`src/rtl/trace_pkg.sv`:
```
// rtl/trace_pkg.sv - shared state encodings and trace-entry field widths
package trace_pkg;

    typedef enum logic [1:0] {
        ST_IDLE    = 2'd0,
        ST_ARMED   = 2'd1,
        ST_POST    = 2'd2,
        ST_STOPPED = 2'd3
    } trace_state_e;

    localparam int INSTR_W = 32;
    localparam int RD_W    = 5;
    localparam int SEQ_W   = 32;
    localparam int POST_W  = 8;
    localparam int DROP_W  = 16;

    // Packed entry layout: {pc, instr, we, rd, wdata, seq}
    function automatic int entry_width(input int xlen);
        return 2 * xlen + INSTR_W + 1 + RD_W + SEQ_W;
    endfunction

endpackage

```
`src/rtl/trace_fifo.sv`:
```
// rtl/trace_fifo.sv - first-word-fall-through storage with pointers and occupancy
module trace_fifo #(
    parameter int W     = 8,
    parameter int DEPTH = 16
) (
    input  logic                     clk,
    input  logic                     reset,
    input  logic                     flush,
    input  logic                     push,
    input  logic                     pop,
    input  logic [W-1:0]             wdata,
    output logic [W-1:0]             rdata,
    output logic                     empty,
    output logic                     full,
    output logic [$clog2(DEPTH):0]   count
);
    localparam int AW = $clog2(DEPTH);
    localparam int CW = AW + 1;

    logic [W-1:0]  mem [DEPTH];
    logic [AW-1:0] wr_ptr;
    logic [AW-1:0] rd_ptr;
    logic [CW-1:0] count_q;
    logic          do_push;
    logic          do_pop;

    // Full is judged before any same-cycle pop, so a push into a full FIFO is lost
    assign do_push = push && !full;
    assign do_pop  = pop && !empty;

    always_ff @(posedge clk or posedge reset) begin
        if (reset) begin
            wr_ptr  <= '0;
            rd_ptr  <= '0;
            count_q <= '0;
        end else if (flush) begin
            wr_ptr  <= '0;
            rd_ptr  <= '0;
            count_q <= '0;
        end else begin
            if (do_push) wr_ptr <= wr_ptr + AW'(1);
            if (do_pop)  rd_ptr <= rd_ptr + AW'(1);
            case ({do_push, do_pop})
                2'b10:   count_q <= count_q + CW'(1);
                2'b01:   count_q <= count_q - CW'(1);
                default: count_q <= count_q;
            endcase
        end
    end

    always_ff @(posedge clk) begin
        if (do_push && !flush) mem[wr_ptr] <= wdata;
    end

    assign empty = (count_q == '0);
    assign full  = (count_q == CW'(DEPTH));
    assign count = count_q;
    assign rdata = empty ? '0 : mem[rd_ptr];

endmodule

```
`src/rtl/retire_trace_buffer.sv`:
```
// rtl/retire_trace_buffer.sv - triggered retire-trace capture with FWFT readout
module retire_trace_buffer
    import trace_pkg::*;
#(
    parameter int XLEN  = 64,
    parameter int DEPTH = 16
) (
    input  logic                    clk,
    input  logic                    reset,
    input  logic                    retire_valid,
    input  logic [XLEN-1:0]         retire_pc,
    input  logic [INSTR_W-1:0]      retire_instr,
    input  logic                    retire_we,
    input  logic [RD_W-1:0]         retire_rd,
    input  logic [XLEN-1:0]         retire_wdata,
    input  logic                    start,
    input  logic                    clear,
    input  logic [XLEN-1:0]         trig_pc,
    input  logic [POST_W-1:0]       post_count,
    input  logic                    trace_ready,
    output logic                    trace_valid,
    output logic [XLEN-1:0]         trace_pc,
    output logic [INSTR_W-1:0]      trace_instr,
    output logic                    trace_we,
    output logic [RD_W-1:0]         trace_rd,
    output logic [XLEN-1:0]         trace_wdata,
    output logic [SEQ_W-1:0]        trace_seq,
    output logic [1:0]              state,
    output logic [$clog2(DEPTH):0]  count,
    output logic                    full,
    output logic [DROP_W-1:0]       drop_count
);
    localparam int EW = entry_width(XLEN);

    trace_state_e      state_q, state_d;
    logic [SEQ_W-1:0]  seq_ctr, seq_d;
    logic [DROP_W-1:0] drop_q, drop_d;
    logic [POST_W-1:0] post_ctr, post_d;
    logic              capture;
    logic              push;
    logic              empty;
    logic [EW-1:0]     head;

    assign capture = retire_valid && (state_q == ST_ARMED || state_q == ST_POST);
    assign push    = capture && !full;

    trace_fifo #(.W(EW), .DEPTH(DEPTH)) u_fifo (
        .clk   (clk),
        .reset (reset),
        .flush (clear),
        .push  (push),
        .pop   (trace_ready),
        .wdata ({retire_pc, retire_instr, retire_we, retire_rd, retire_wdata, seq_ctr}),
        .rdata (head),
        .empty (empty),
        .full  (full),
        .count (count)
    );

    assign {trace_pc, trace_instr, trace_we, trace_rd, trace_wdata, trace_seq} = head;
    assign trace_valid = !empty;
    assign state       = state_q;
    assign drop_count  = drop_q;

    always_ff @(posedge clk or posedge reset) begin
        if (reset) begin
            state_q  <= ST_IDLE;
            seq_ctr  <= '0;
            drop_q   <= '0;
            post_ctr <= '0;
        end else begin
            state_q  <= state_d;
            seq_ctr  <= seq_d;
            drop_q   <= drop_d;
            post_ctr <= post_d;
        end
    end

    always_comb begin
        state_d = state_q;
        seq_d   = seq_ctr;
        drop_d  = drop_q;
        post_d  = post_ctr;
        if (clear) begin
            state_d = ST_IDLE;
            seq_d   = '0;
            drop_d  = '0;
            post_d  = '0;
        end else begin
            // Sequence advances on dropped attempts too, leaving visible gaps
            if (capture) seq_d = seq_ctr + SEQ_W'(1);
            if (capture && full && drop_q != '1) drop_d = drop_q + DROP_W'(1);
            case (state_q)
                ST_IDLE: begin
                    if (start) state_d = ST_ARMED;
                end
                ST_ARMED: begin
                    if (retire_valid && retire_pc == trig_pc) begin
                        if (post_count == '0) begin
                            state_d = ST_STOPPED;
                        end else begin
                            post_d  = post_count;
                            state_d = ST_POST;
                        end
                    end
                end
                ST_POST: begin
                    if (retire_valid) begin
                        post_d = post_ctr - POST_W'(1);
                        if (post_ctr == POST_W'(1)) state_d = ST_STOPPED;
                    end
                end
                ST_STOPPED: state_d = ST_STOPPED;
                default:    state_d = ST_IDLE;
            endcase
        end
    end

endmodule

```
`config.mk`:
```
export PLATFORM = sky130hd
export DESIGN_NAME = retire_trace_buffer
export DESIGN_NICKNAME = d
export VERILOG_FILES = /design/src/rtl/trace_pkg.sv /design/src/rtl/trace_fifo.sv /design/src/rtl/retire_trace_buffer.sv
export SDC_FILE = /design/constraint.sdc
export NUM_CORES = 2
export LEC_CHECK = 0
export ABC_CLOCK_PERIOD_IN_PS = 17900
export CORE_ASPECT_RATIO = 0.7
export CORE_MARGIN = 1.5
export CORE_UTILIZATION = 40
export CTS_CLUSTER_DIAMETER = 100
export CTS_CLUSTER_SIZE = 16
export DETAILED_ROUTE_END_ITERATION = 6
export GPL_TIMING_DRIVEN = 0
export PLACE_DENSITY_LB_ADDON = 0.08
export SYNTH_ARGS = -nofsm -noshare
export SYNTH_HDL_FRONTEND = slang
export SYNTH_SLANG_ARGS = --single-unit
```
`constraint.sdc`:
```
create_clock -name clk -period 17.9 [get_ports clk]
set_input_delay 2.685 -clock clk [delete_from_list [all_inputs] [get_ports clk]]
set_output_delay 2.685 -clock clk [all_outputs]
set_load 0.01 [all_outputs]
```
==> metrics.txt <==
status=finished, violations left; failing checks=capacitance limit, slew limit; sequential area share after synthesis=0.779; setup TNS=0 ns; num rows=approximately 170; GPL Wtd Cong=0.738; TritonCTS Buffers=about 230; Initial Util=0.402; Leakage=43.8 nW; layout cells sized above 1=0.260; Final ANT Viol Nets=0; Root Buffer Master=clkbuf_16; top-area cell type share of the netlist area=0.765; largest net degree at the start of global routing=58; M1 wire length=between 150000 and 200000 um; maximum clock rate=121 MHz; Global Route Usage Sum=0.221; metal3 WL=21500 um; chip height=470 um; Placement Setup Slack=10.41 ns; die area=about 0.31 mm2; synth warn=0; Post-Syn Nets=~5400; worst skew pair latency=about 0.91 ns; Tcrit/Tclk final=0.462; initial antenna violation count=55; final hold violation count=0; Mapped Cells=about 5200; Iteration-0 DRC Markers=6371; first-pass GRT wire length=489000 um; top layer in use=met5; clk sinks=3239; area leader, netlist=edfxtp_1; crit-path max FO=10; First-pass DRT Iterations=5; vias in the first global route=60600; Die Wd=roughly 670 um; max cap viols=1; top cells by area, synth=edfxtp_1 (76%), mux4_2 (18%), dfrtp_1 (1.4%), and2_1 (1.0%), clkbuf_1 (0.50%); min cycle time layout=between 8 and 9 ns; CP startpoint kind=flip-flop; count of state elements after synthesis=approximately 3200; num ports=467; EDFF count, synth=3168; Reg power frac=0.458; Routed met2 length=between 150000 and 200000 um; I/O Buffers=~470; unrepaired setup endpoints after global routing=false; Post-route DRC=0; hold slack=0.561 ns; Congestion Overflow GR=0; Hold Crit Class=flip-flop to flip-flop; Critical Path AT=~5.6 ns; Worst Clk Skew=between 0.04 and 0.05 ns; mapped cell area=between 0.1 and 0.15 mm2; via count=58900; Cell variety after synth=54; CTS tree=done; Slew headroom=-0.0147; worst vdd ir=0.0953 mV; Final Max Slew Viols=2; pwr dens=roughly 130 mW/mm2; Worst Tran Pin Value=around 1.5 ns; Logic pwr share=0.282; CP Class=flip-flop to primary output; Critical Path RT=~15 ns; Nets=about 6400; core area=about 0.31 mm2; DP Area=around 0.14 mm2; post-cts resize count=0; final count of negative-setup-slack endpoints=0; H-tree depth=4; mean routed wirelength per cell=33.8 um; Switch Pwr=between 0.005 and 0.006 W; layout filler cell count=approximately 26000; Switching Share=0.285; cts hold-fix bufs=0; area delta synth->final=16.6%; dpl hpwl=230000 um; Crit. End Element=primary output; WL final=350000 um; Final Cell Area=0.145 mm2; ys async rst share=0.0219; Most used DFF post-synth=edfxtp_1; min setup slack post-route=~9.6 ns; worst-case clock buffer depth=4; clk slew on worst S/H paths=approximately 0.080 ns; Internal=0.0132 W; DR vias/cell=5.70; Mean Syn Cell Area=~24 um2; clock share of power=0.261; Post CTS Setup Buffer Count=0
==> worst max-delay path: stages (launching register included) <==
cell and delay [ns]:
dfrtp_1 0.38, clkbuf_1 0.68, clkbuf_1 1.05, clkbuf_1 0.82, mux4_2 0.43, mux4_2 0.47, and2_1 0.17, clkdlybuf4s50_1 0.65
==> stage by stage <==
step | util | total power, W | cells
6_report | 0.468 | 0.0185 | 10300
5_1_grt | 0.468 | 0.0193 | 10300
4_1_cts | 0.468 | 0.0188 | 10300
3_5_place_dp | 0.449 | 0.0140 | 10100
3_3_place_gp | 0.433 | 0.0141 | 9773
2_1_floorplan | - | 0.0115 | 5156
==> power groups by stage <==
| stage | Combinational [W] | Sequential [W] | Clock (W) |
|---|---|---|---|
| 2_1_floorplan | 0.00280 | 0.00870 | 0 |
| 6_report | 0.00522 | 0.00847 | 0.00482 |
| 3_3_place_gp | 0.00526 | 0.00881 | 0 |
| 4_1_cts | 0.00538 | 0.00847 | 0.00497 |
| 5_1_grt | 0.00556 | 0.00848 | 0.00521 |
| 3_5_place_dp | 0.00536 | 0.00864 | 0 |
==> registers in the layout, indices dropped and copies added (netlist names) <==
signal and count:
u_fifo.mem 3168, seq_ctr 32, drop_count 16, post_ctr 8, u_fifo.count 5, u_fifo.rd_ptr 4
u_fifo.wr_ptr 4, state 2
==> cell usage after synthesis, types with 10 or more instances <==
cell and number:
a21oi_1 20, and2_1 199, buf_1 23, buf_2 68, clkbuf_1 166, dfrtp_1 71
edfxtp_1 3168, ha_1 16, inv_1 33, mux4_2 990, nand2_1 35, nand2b_1 19
nand3_1 30, nand4_1 22, nor2_1 76, nor2b_1 18, nor3_1 16, nor4_1 10
o21ai_0 14, or3_1 10, xnor2_1 64, xor2_1 30
==> kinds of logic after synthesis <==
logic type | share of synthesized area
compound gates | 0.00367
buf+inv | 0.00949
xor+xnor | 0.00662
mux | 0.179
fa+ha+maj | 0.00161
flops | 0.779
simple gates | 0.0203
==> area by class of cell <==
type,count,area [um2],area share
repair buffers,744,9230,0.0636
diodes,13,32.5,0.000224
plain buffers,258,1080,0.00743
clock buffers,275,5950,0.0410
well taps,4152,5190,0.0358
inverters,33,126,0.000871
clock inverters,5,97.6,0.000673
flip-flops and latches,3239,96900,0.668
multi-input cells,1626,26400,0.182
==> path summary, 6_finish.rpt <==
| kind | startpoint | end | slack [ns] | cells after the start |
|---|---|---|---|---|
| setup / recovery | u_fifo.rd_ptr[1] | trace_seq[4] | 9.64 | 7 |
| setup reg to reg | state[0] | u_fifo.mem[3][107] | 13.15 | 15 |
| min in group asynchronous | reset | drop_count[6] | 2.06 | 2 |
| max in group asynchronous | reset | seq_ctr[15] | 15.21 | 3 |
| hold / removal | post_ctr[4] | post_ctr[4] | 0.56 | 1 |
| hold reg to reg | post_ctr[4] | post_ctr[4] | 0.56 | 1 |
==> routing by layer <==
| layer | up-vias | GRT usage |
|---|---|---|
| met2 | 1932 | 0.348 |
| met5 | - | 0 |
| met4 | 20 | 0.0413 |
| met1 | 32800 | 0.331 |
| li1 | 23800 | - |
| met3 | 361 | 0.0359 |
==> cell usage in the layout (no fill, tap or decap), types with 12 or more instances in the layout <==
master / netlist / routed
a21oi_1: 20 / 20
and2_1: 199 / 199
buf_1: 23 / 21
buf_12: 0 / 129
buf_16: 0 / 17
buf_2: 68 / 68
buf_6: 0 / 116
buf_8: 0 / 12
clkbuf_1: 166 / 196
clkbuf_16: 0 / 231
clkbuf_2: 0 / 16
clkdlybuf4s50_1: 0 / 465
dfrtp_1: 71 / 71
diode_2: 0 / 13
edfxtp_1: 3168 / 3168
ha_1: 16 / 16
inv_1: 33 / 32
mux4_2: 990 / 990
nand2_1: 35 / 35
nand2b_1: 19 / 19
nand3_1: 30 / 30
nand4_1: 22 / 22
nor2_1: 76 / 64
nor2_4: 0 / 12
nor2b_1: 18 / 18
nor3_1: 16 / 12
o21ai_0: 14 / 14
xnor2_1: 64 / 64
xor2_1: 30 / 30
(Power assumes the default switching activity.)
